$ cat src/rtl/rv32i_types.sv
`default_nettype none
// ============================================================================
// Module   : rv32i_types
// Purpose  : Shared types for the rv32i core; holds the hazard controller
//            sequencing state encoding.
// Revision : 1.0 - initial release
// ============================================================================
package rv32i_types;

  // Sequencing state of the hazard controller.
  typedef enum logic [1:0] {
    RUN      = 2'd0,
    STALL    = 2'd1,
    REDIRECT = 2'd2
  } hazard_state_t;

endpackage : rv32i_types
`default_nettype wire

$ cat src/rtl/sat_counter.sv
`default_nettype none
// ============================================================================
// Module   : sat_counter
// Purpose  : Up-counter that sticks at all-ones instead of wrapping.
// Revision : 1.0 - initial release
// ============================================================================
module sat_counter #(
  parameter int CNT_W = 32
) (
  input  logic             clk,
  input  logic             rst,
  input  logic             inc,
  output logic [CNT_W-1:0] count
);

  localparam logic [CNT_W-1:0] c_one = {{(CNT_W-1){1'b0}}, 1'b1};
  localparam logic [CNT_W-1:0] c_max = {CNT_W{1'b1}};

  logic [CNT_W-1:0] count_q;

  // Count requested events, holding at the maximum value.
  always_ff @(posedge clk or negedge rst) begin
    if (!rst) begin
      count_q <= '0;
    end else if (inc && (count_q != c_max)) begin
      count_q <= count_q + c_one;
    end
  end

  assign count = count_q;

endmodule : sat_counter
`default_nettype wire

$ cat src/rtl/hazard_ctrl.sv
`default_nettype none
// ============================================================================
// Module   : hazard_ctrl
// Purpose  : Five-stage pipeline sequencing: register enables, PC redirect and
//            per-stage bubble flags from load-use, mispredict and cache misses.
// Revision : 1.0 - initial release
// ============================================================================
module hazard_ctrl
  import rv32i_types::*;
#(
  parameter int CNT_W = 32
) (
  input  logic             clk,
  input  logic             rst,
  input  logic             bubble_req,
  input  logic             br_mispredict,
  input  logic [31:0]      br_target,
  input  logic             imem_read,
  input  logic             imem_resp,
  input  logic             dmem_access,
  input  logic             dmem_resp,
  output logic             load_pc,
  output logic             load_if_id,
  output logic             load_id_ex,
  output logic             load_ex_mem,
  output logic             load_mem_wb,
  output logic             pc_redirect,
  output logic [31:0]      redirect_pc,
  output logic             flush_if_id,
  output logic             flush_id_ex,
  output logic             flush_ex_mem,
  output logic             flush_mem_wb,
  output logic [CNT_W-1:0] stall_cnt,
  output logic [CNT_W-1:0] bubble_cnt,
  output logic [CNT_W-1:0] flush_cnt
);

  hazard_state_t state_q, state_d;
  logic [31:0]   redirect_pc_q, redirect_pc_d;
  logic          flush_if_id_q, flush_if_id_d;
  logic          flush_id_ex_q, flush_id_ex_d;
  logic          flush_ex_mem_q, flush_ex_mem_d;
  logic          flush_mem_wb_q, flush_mem_wb_d;
  logic          stall_inc, bubble_inc, flush_inc;

  logic imiss, dmiss, miss, mp_valid;

  assign imiss    = imem_read & ~imem_resp;
  assign dmiss    = dmem_access & ~dmem_resp;
  assign miss     = imiss | dmiss;
  // A bubble in EX cannot carry a real branch.
  assign mp_valid = br_mispredict & ~flush_id_ex_q;

  // Per-cycle decision: miss > pending redirect > mispredict > load-use.
  always_comb begin
    state_d        = RUN;
    redirect_pc_d  = redirect_pc_q;
    load_pc        = 1'b1;
    load_if_id     = 1'b1;
    load_id_ex     = 1'b1;
    load_ex_mem    = 1'b1;
    load_mem_wb    = 1'b1;
    pc_redirect    = 1'b0;
    flush_if_id_d  = 1'b0;
    flush_id_ex_d  = flush_if_id_q;
    flush_ex_mem_d = flush_id_ex_q;
    flush_mem_wb_d = flush_ex_mem_q;
    stall_inc      = 1'b0;
    bubble_inc     = 1'b0;
    flush_inc      = 1'b0;

    if (miss) begin
      // Freeze everything upstream; WB retires once and then holds a bubble.
      load_pc        = 1'b0;
      load_if_id     = 1'b0;
      load_id_ex     = 1'b0;
      load_ex_mem    = 1'b0;
      flush_if_id_d  = flush_if_id_q;
      flush_id_ex_d  = flush_id_ex_q;
      flush_ex_mem_d = flush_ex_mem_q;
      flush_mem_wb_d = 1'b1;
      stall_inc      = 1'b1;
      if (state_q == REDIRECT) begin
        // Target already captured; keep it until the fetch drains.
        state_d = REDIRECT;
      end else if (mp_valid && imiss) begin
        // Wrong-path fetch in flight: remember the target, redirect later.
        state_d       = REDIRECT;
        redirect_pc_d = br_target;
      end else begin
        state_d = STALL;
      end
    end else if (state_q == REDIRECT) begin
      // Deferred mispredict: steer PC and squash the two younger stages.
      pc_redirect   = 1'b1;
      flush_if_id_d = 1'b1;
      flush_id_ex_d = 1'b1;
      flush_inc     = 1'b1;
    end else if (mp_valid) begin
      // PC takes br_target directly; the branch itself moves on to MEM.
      pc_redirect   = 1'b1;
      flush_if_id_d = 1'b1;
      flush_id_ex_d = 1'b1;
      flush_inc     = 1'b1;
    end else if (bubble_req) begin
      // Hold the consumer in ID/EX for one cycle, insert a bubble in MEM.
      load_pc        = 1'b0;
      load_if_id     = 1'b0;
      load_id_ex     = 1'b0;
      flush_if_id_d  = flush_if_id_q;
      flush_id_ex_d  = flush_id_ex_q;
      flush_ex_mem_d = 1'b1;
      bubble_inc     = 1'b1;
    end
  end

  // State, redirect target and bubble flags; reset bubbles every stage.
  always_ff @(posedge clk or negedge rst) begin
    if (!rst) begin
      state_q        <= RUN;
      redirect_pc_q  <= 32'h0;
      flush_if_id_q  <= 1'b1;
      flush_id_ex_q  <= 1'b1;
      flush_ex_mem_q <= 1'b1;
      flush_mem_wb_q <= 1'b1;
    end else begin
      state_q        <= state_d;
      redirect_pc_q  <= redirect_pc_d;
      flush_if_id_q  <= flush_if_id_d;
      flush_id_ex_q  <= flush_id_ex_d;
      flush_ex_mem_q <= flush_ex_mem_d;
      flush_mem_wb_q <= flush_mem_wb_d;
    end
  end

  assign redirect_pc  = redirect_pc_q;
  assign flush_if_id  = flush_if_id_q;
  assign flush_id_ex  = flush_id_ex_q;
  assign flush_ex_mem = flush_ex_mem_q;
  assign flush_mem_wb = flush_mem_wb_q;

  sat_counter #(.CNT_W(CNT_W)) u_stall_cnt (
    .clk   (clk),
    .rst   (rst),
    .inc   (stall_inc),
    .count (stall_cnt)
  );

  sat_counter #(.CNT_W(CNT_W)) u_bubble_cnt (
    .clk   (clk),
    .rst   (rst),
    .inc   (bubble_inc),
    .count (bubble_cnt)
  );

  sat_counter #(.CNT_W(CNT_W)) u_flush_cnt (
    .clk   (clk),
    .rst   (rst),
    .inc   (flush_inc),
    .count (flush_cnt)
  );

endmodule : hazard_ctrl
`default_nettype wire

$ cat config.mk
export PLATFORM = sky130hd
export DESIGN_NAME = hazard_ctrl
export DESIGN_NICKNAME = d
export VERILOG_FILES = /design/src/rtl/rv32i_types.sv /design/src/rtl/sat_counter.sv /design/src/rtl/hazard_ctrl.sv
export SDC_FILE = /design/constraint.sdc
export NUM_CORES = 1
export LEC_CHECK = 0
export ABC_AREA = 1
export ABC_CLOCK_PERIOD_IN_PS = 2000
export CAP_MARGIN = 20
export CELL_PAD_IN_SITES_DETAIL_PLACEMENT = 2
export CELL_PAD_IN_SITES_GLOBAL_PLACEMENT = 2
export CORE_AREA = 4 4 262 136
export CTS_CLUSTER_DIAMETER = 40
export DETAILED_ROUTE_END_ITERATION = 8
export DIE_AREA = 0 0 266 140
export GPL_TIMING_DRIVEN = 0
export PLACE_DENSITY = 0.73
export SLEW_MARGIN = 5
export SYNTH_ARGS = -nofsm -noshare
export SYNTH_HDL_FRONTEND = slang
export SYNTH_HIERARCHICAL = 1
export SYNTH_SLANG_ARGS = --single-unit
$ cat constraint.sdc
create_clock -name clk -period 2 [get_ports clk]
set_input_delay 0.3 -clock clk [delete_from_list [all_inputs] [get_ports clk]]
set_output_delay 0.3 -clock clk [all_outputs]
set_load 0.05 [all_outputs]
==> impl_metrics.toml, run 1 <==
[run_status]
outcome = "completed"

[timing]
hold_viol = 0
rsz0062_at_grt = "yes"
fin_crit_ns = 1.94
skew_ns = 0.0129
max_freq_mhz = 515
setup_violations = 0
drv_slew = 0
slew_headroom_pct = 52.1
worstMarginPinSlew_ns = 0.716
period_share_pct = 97.1

[route]
drtAntennaViolNets = 0
vias_per_cell = 4.68
wl_per_cell_um = 19.4
vias = 8694
drt_iter0_drc = 440
first_pass_iters = 6
finalWirelength_um = 36000
drc = 0

[power_and_ir_drop]
power_density_nw_per_um2 = 956
max-vdd-ir-drop_v = 0.000645
power_mw = 11.0
p_leak_nw = 5.38

[critical_path]
worstPathArrival_ns = 1.64
critPathMaxFanout = 4
worstSetupEndpointType = "primary output"
cp-start-kind = "register"
path_class = "reg -> out"
required_ns = 1.70

[clock_tree]
insertion_delay_ns = 0.45
cts-htree-levels = 4
ctsLongestPathBuffers = 2
ctsRootBufferMaster = "clkbuf_16"
path_clk_slew_ns = 0.06
cts.sinks = 134
cts_tree = "yes"
cts_buffers = 17

[placed_design]
port_buffers = 176
dp_hpwl_um = 27800
gp_congestion = 0.833
post_dp_cell_area_um2 = 10600

[yosys]
ys_warn_count = 6
synth_area_um2 = 8210
ys_ff_latch = 134
ys_types = 29
yosysSeqAreaShare_pct = 40.9
avgSynthCellArea_um2 = 6.95
syn-num-nets = 1225
synthCells = 1182

[die]
coreArea_um2 = 33600
die-area_um2 = 37200
io_pins = 178
fp.dieW_um = 266
die_y_um = 140
start_util_pct = 24.4
rows = 48

[layout]
diodes = 0
final_area_um2 = 11500
multiInputGateArea_um2 = 4450
regArea_um2 = 3370
final_nets = 1438
area_growth_pct = 39.8
utilization_pct = 34.1
fillers = 3955
drive_above_1_share_pct = 14.3

[global_route]
grt_pass1_wl_um = 56300
grt_usage_pct = 19.5
antenna_found_initial = 0
grt_max_degree = 79
grt_overflow = 0
grt_pass1_vias = 9319

[job]
drv_cap = 0

[worst_hold_path]
hold_class = "in -> async"
per-stage QoR:
stage / instances / TNS [ns] / hold WS (ns) / setup slack (ns)
5_1_grt: 1857 / -0.0699 / 0.396 / -0.0410
4_1_cts: 1847 / -0.0840 / 0.387 / -0.0538
2_1_floorplan: 1182 / 0 / 0.00441 / 0.00884
3_5_place_dp: 1809 / -31.38 / 0.273 / -0.928
6_report: 1857 / 0 / 0.380 / 0.0571
3_3_place_gp: 1808 / -782.39 / 0.453 / -5.71
Yosys cell counts:
master	n	area (µm²)
dfstp_2	4	105
nand3_1	104	521
o21bai_1	3	22.5
nor3_1	4	20.0
inv_1	90	338
buf_8	3	45.0
nand4_1	30	188
nand3b_1	25	188
nor2_1	159	597
a21oi_2	3	26.3
ha_1	3	37.5
conb_1	1	3.75
or2_2	1	6.26
nand3_2	3	30.0
nand2_1	501	1880
buf_6	12	135
dfrtp_1	130	3250
buf_4	10	75.1
xor2_1	3	26.3
xnor2_1	21	184
nand2_2	26	163
nor2_8	1	20.0
nor2_2	6	37.5
a21oi_1	1	5.00
o21ai_0	9	45.0
buf_2	3	15.0
nor2_4	12	135
inv_2	6	22.5
nand2_4	8	90.1
routing by layer:
layer | global-route usage [%] | wire, µm | vias up
li1 | - | - | 4113
met1 | 29.8 | 18900 | 4417
met2 | 28.5 | 15100 | 155
met3 | 4.58 | 1820 | 9
met4 | 2.73 | 168 | 0
met5 | 0 | 0 | -
power by group:
part	switching [mW]	total, mW	internal, mW
clock	1.37	3.43	2.06
sequential	0.417	3.60	3.19
combinational	2.70	3.94	1.24
registers in the layout, summed over array words and instances, names as in the netlist:
register            count
flush_id_ex             1
redirect_pc            32
u_bubble_cnt/count     32
state_q                 2
flush_ex_mem            1
flush_if_id             1
u_flush_cnt/count      32
flush_mem_wb            1
u_stall_cnt/count      32
kinds of logic (layout without fill, tap and decap cells):
logic type	Yosys count	in the layout	share of synthesized area (%)
AOI/OAI and AO/OA	16	16	1.20
xor gates and xnor gates	24	24	2.56
adders and majority gates	3	3	0.457
buffers and inverters	124	349	7.68
DFF	134	134	40.9
other	1	1	0.0457
and+or+nand+nor	880	880	47.2
cell usage in the layout, fill, tap and decap left out, drive strengths merged:
cell type      instances
o21ai                  9
nor2                 178
buf                   51
dlygate4sd3            1
nor3                   4
or2                    1
dfrtp                130
bufinv                 3
nand2                535
dlygate4sd2          101
dfstp                  4
xnor2                 21
o21bai                 3
nand4                 30
clkinvlp               3
inv                   97
a21oi                  4
clkdlybuf4s50         63
xor2                   3
clkinv                 4
conb                   1
nand3                107
nand3b                25
ha                     3
clkbuf                20
dlymetal6s2s           6
critical path: stages, from the launching register on:
cell,delay [ns]
dfstp_2,0.55
inv_2,0.05
nand2_4,0.07
buf_4,0.13
a21oi_4,0.06
buf_12,0.14
buf_4,0.18
repair_timing:
item / CTS / global route
hold buffers: 1 / 0
resized for setup: 150 / 51
cloned: 0 / 0
pin swaps: 4 / 7
endpoints found under the setup margin: 147 / 81
buffers inserted: 6 / 10
hold endpoints to repair: 56 / 0
path summary, 6_finish.rpt:
kind / from / end / slack [ns] / cells past startpoint
worst max-delay path: flush_id_ex$_DFFE_PN1P_ / pc_redirect / 0.06 / 6
worst min-delay path: rst / u_flush_cnt/count[10]$_DFFE_PN0P_ / 0.38 / 2
worst max register to register: flush_id_ex$_DFFE_PN1P_ / u_bubble_cnt/count[26]$_DFFE_PN0P_ / 0.10 / 11
worst min register to register: redirect_pc[27]$_DFFE_PN0P_ / redirect_pc[27]$_DFFE_PN0P_ / 0.47 / 2
max in group asynchronous: rst / flush_id_ex$_DFFE_PN1P_ / 0.79 / 3
min in group clk: br_target[7] / redirect_pc[7]$_DFFE_PN0P_ / 0.41 / 3
area by class of cell:
| class | instances | area share, % |
|---|---|---|
| clock inverter | 11 | 1.30 |
| timing repair buffer | 194 | 15.9 |
| multi-input combinational | 924 | 38.7 |
| inverter | 96 | 3.22 |
| sequential | 134 | 29.4 |
| clock buffer | 20 | 4.06 |
| tap | 450 | 4.90 |
| buffer | 28 | 2.53 |
No activity file was read; power rests on OpenSTA's default activity.
==> run 2: changes to the inputs <==
--- a/config.mk
+++ b/config.mk
@@ -16,6 +16,7 @@
 export DIE_AREA = 0 0 266 140
 export GPL_TIMING_DRIVEN = 0
 export PLACE_DENSITY = 0.73
+export SETUP_SLACK_MARGIN = 0.2
 export SLEW_MARGIN = 5
 export SYNTH_ARGS = -nofsm -noshare
 export SYNTH_HDL_FRONTEND = slang
==> run 2 against run 1 <==
Via count increased by 3.9%. Clock skew shrank 0.0022 ns. Fmax down 1.7%. Total power rose by 1.5%. Critical path type unchanged.
==> impl_metrics.toml, run 2 (same netlist as run 1, synthesis figures left out) <==
[run_status]
outcome = "completed"

[global_route]
grt_usage_pct = 19.6
grt_overflow = 0
grt_pass1_wl_um = 56400
grt_max_degree = 78
grt_pass1_vias = 9449
antenna_found_initial = 1

[placed_design]
dp_hpwl_um = 27500
post_dp_cell_area_um2 = 10800
post-place-ws_ns = -1.18
port_buffers = 176
gp_congestion = 0.815

[critical_path]
critPathMaxFanout = 3
worstSetupEndpointType = "primary output"
path_class = "reg -> out"
worstPathCellList = "inv_4 > nand2_8 > nand3_4 > nand2_4 > inv_6 > buf_6 > buf_8"
required_ns = 1.70
crit_family = "flip-flops"
max_stage_delay_ns = 0.57
worstPathArrival_ns = 1.68
cp-start-kind = "register"
crit_slowest_cell = "dfstp_2"
crit_buf_inv = 4

[power_and_ir_drop]
power_density_nw_per_um2 = 884
max-vdd-ir-drop_v = 0.000548
p_leak_nw = 5.59

[route]
vias = 9030
drc = 0
wl_per_cell_um = 19.5
drtAntennaViolNets = 0
vias_per_cell = 4.68
drt_iter0_drc = 429
finalWirelength_um = 37600
first_pass_iters = 5

[clock_tree]
cts_buffers = 17
cts-htree-levels = 4
ctsLongestPathBuffers = 2
cts_tree = "yes"
path_clk_slew_ns = 0.06
ctsRootBufferMaster = "clkbuf_16"
cts.sinks = 134
insertion_delay_ns = 0.46

[die]
coreArea_um2 = 33600
die-area_um2 = 37200
io_pins = 178
start_util_pct = 24.4
rows = 48
die_y_um = 140
fp.dieW_um = 266

[timing]
fin_crit_ns = 1.98
holdWs_ns = 0.372
skew_ns = 0.0107
period_share_pct = 98.9
worstMarginPinSlew_ns = 0.600
hold_viol = 0
setup_violations = 0
max_freq_mhz = 506
timing.final.ws_setup_ns = 0.0226
slew_headroom_pct = 60.2
rsz0062_at_grt = "yes"
drv_slew = 0
tns_ns = 0

[layout]
utilization_pct = 37.5
fillers = 3855
area_growth_pct = 53.4
final_cell_mix = "nand2_1, nor2_1, nand3_1"
final_common_cell = "nand2_1"
drive_above_1_share_pct = 27.6
final_nets = 1507
final_area_um2 = 12600

[job]
drv_cap = 0

[worst_hold_path]
hold_class = "in -> async"
run 2: cell types whose count changed in the layout (fill, tap and decap cells not counted), sizes merged:
cell	previous run	this run
dlymetal6s2s	6	0
buf	51	117
inv	97	98
clkinvlp	3	1
clkdlybuf4s50	63	38
clkdlybuf4s15	0	46
bufinv	3	4
clkinv	4	7
clkbuf	20	27
diode	0	1
nand2	535	536
dlygate4sd2	101	79
run 2: final timing paths:
kind	start	to	slack, ns	cells after the start
min in group clk	br_target[8]	redirect_pc[8]$_DFFE_PN0P_	0.40	3
max reg2reg	flush_id_ex$_DFFE_PN1P_	u_bubble_cnt/count[29]$_DFFE_PN0P_	0.03	11
min reg2reg	redirect_pc[26]$_DFFE_PN0P_	redirect_pc[26]$_DFFE_PN0P_	0.47	2
max	flush_id_ex$_DFFE_PN1P_	load_pc	0.02	7
min	rst	u_flush_cnt/count[12]$_DFFE_PN0P_	0.37	2
max in group asynchronous	rst	u_bubble_cnt/count[16]$_DFFE_PN0P_	0.82	3
run 2: layout make-up:
type	instances	area (µm²)	share of cell area, %
Sequential cell	134	3450	27.3
Clock buffer	18	429	3.41
Buffer	28	338	2.68
Clock inverter	14	199	1.58
Antenna cell	1	2.50	0.0199
Timing Repair Buffer	262	2480	19.6
Tap cell	450	563	4.47
Multi-Input combinational cell	925	4760	37.8
Inverter	96	390	3.10
run 2: layer usage:
metal | wire length [µm] | share of wire [%] | global-route usage, %
met1 | 19100 | 51 | 29.1
met2 | 16100 | 43 | 28.6
met3 | 2000 | 5.3 | 4.97
met4 | 403 | 1.1 | 4.20
met5 | 0 | 0 | 0
run 2: timing repair:
action / in CTS / in global routing
endpoints found under the hold margin: 53 / 0
pin swaps: 36 / 50
setup buffers: 20 / 61
gates cloned: 0 / 4
resized for setup: 294 / 119
hold buffers: 1 / 0
setup endpoints to repair: 211 / 117
run 2: stage by stage:
stage	std cells	power, mW
CTS	1862	11.1
global route	1928	11.7
floorplan	1182	6.04
global placement	1808	7.52
finish	1928	11.1
detailed placement	1809	7.61
run 2: power breakdown:
group | internal [mW] | switching (mW)
sequential | 3.20 | 0.421
combinational | 1.17 | 2.78
clock | 2.10 | 1.46
total | 6.48 | 4.66
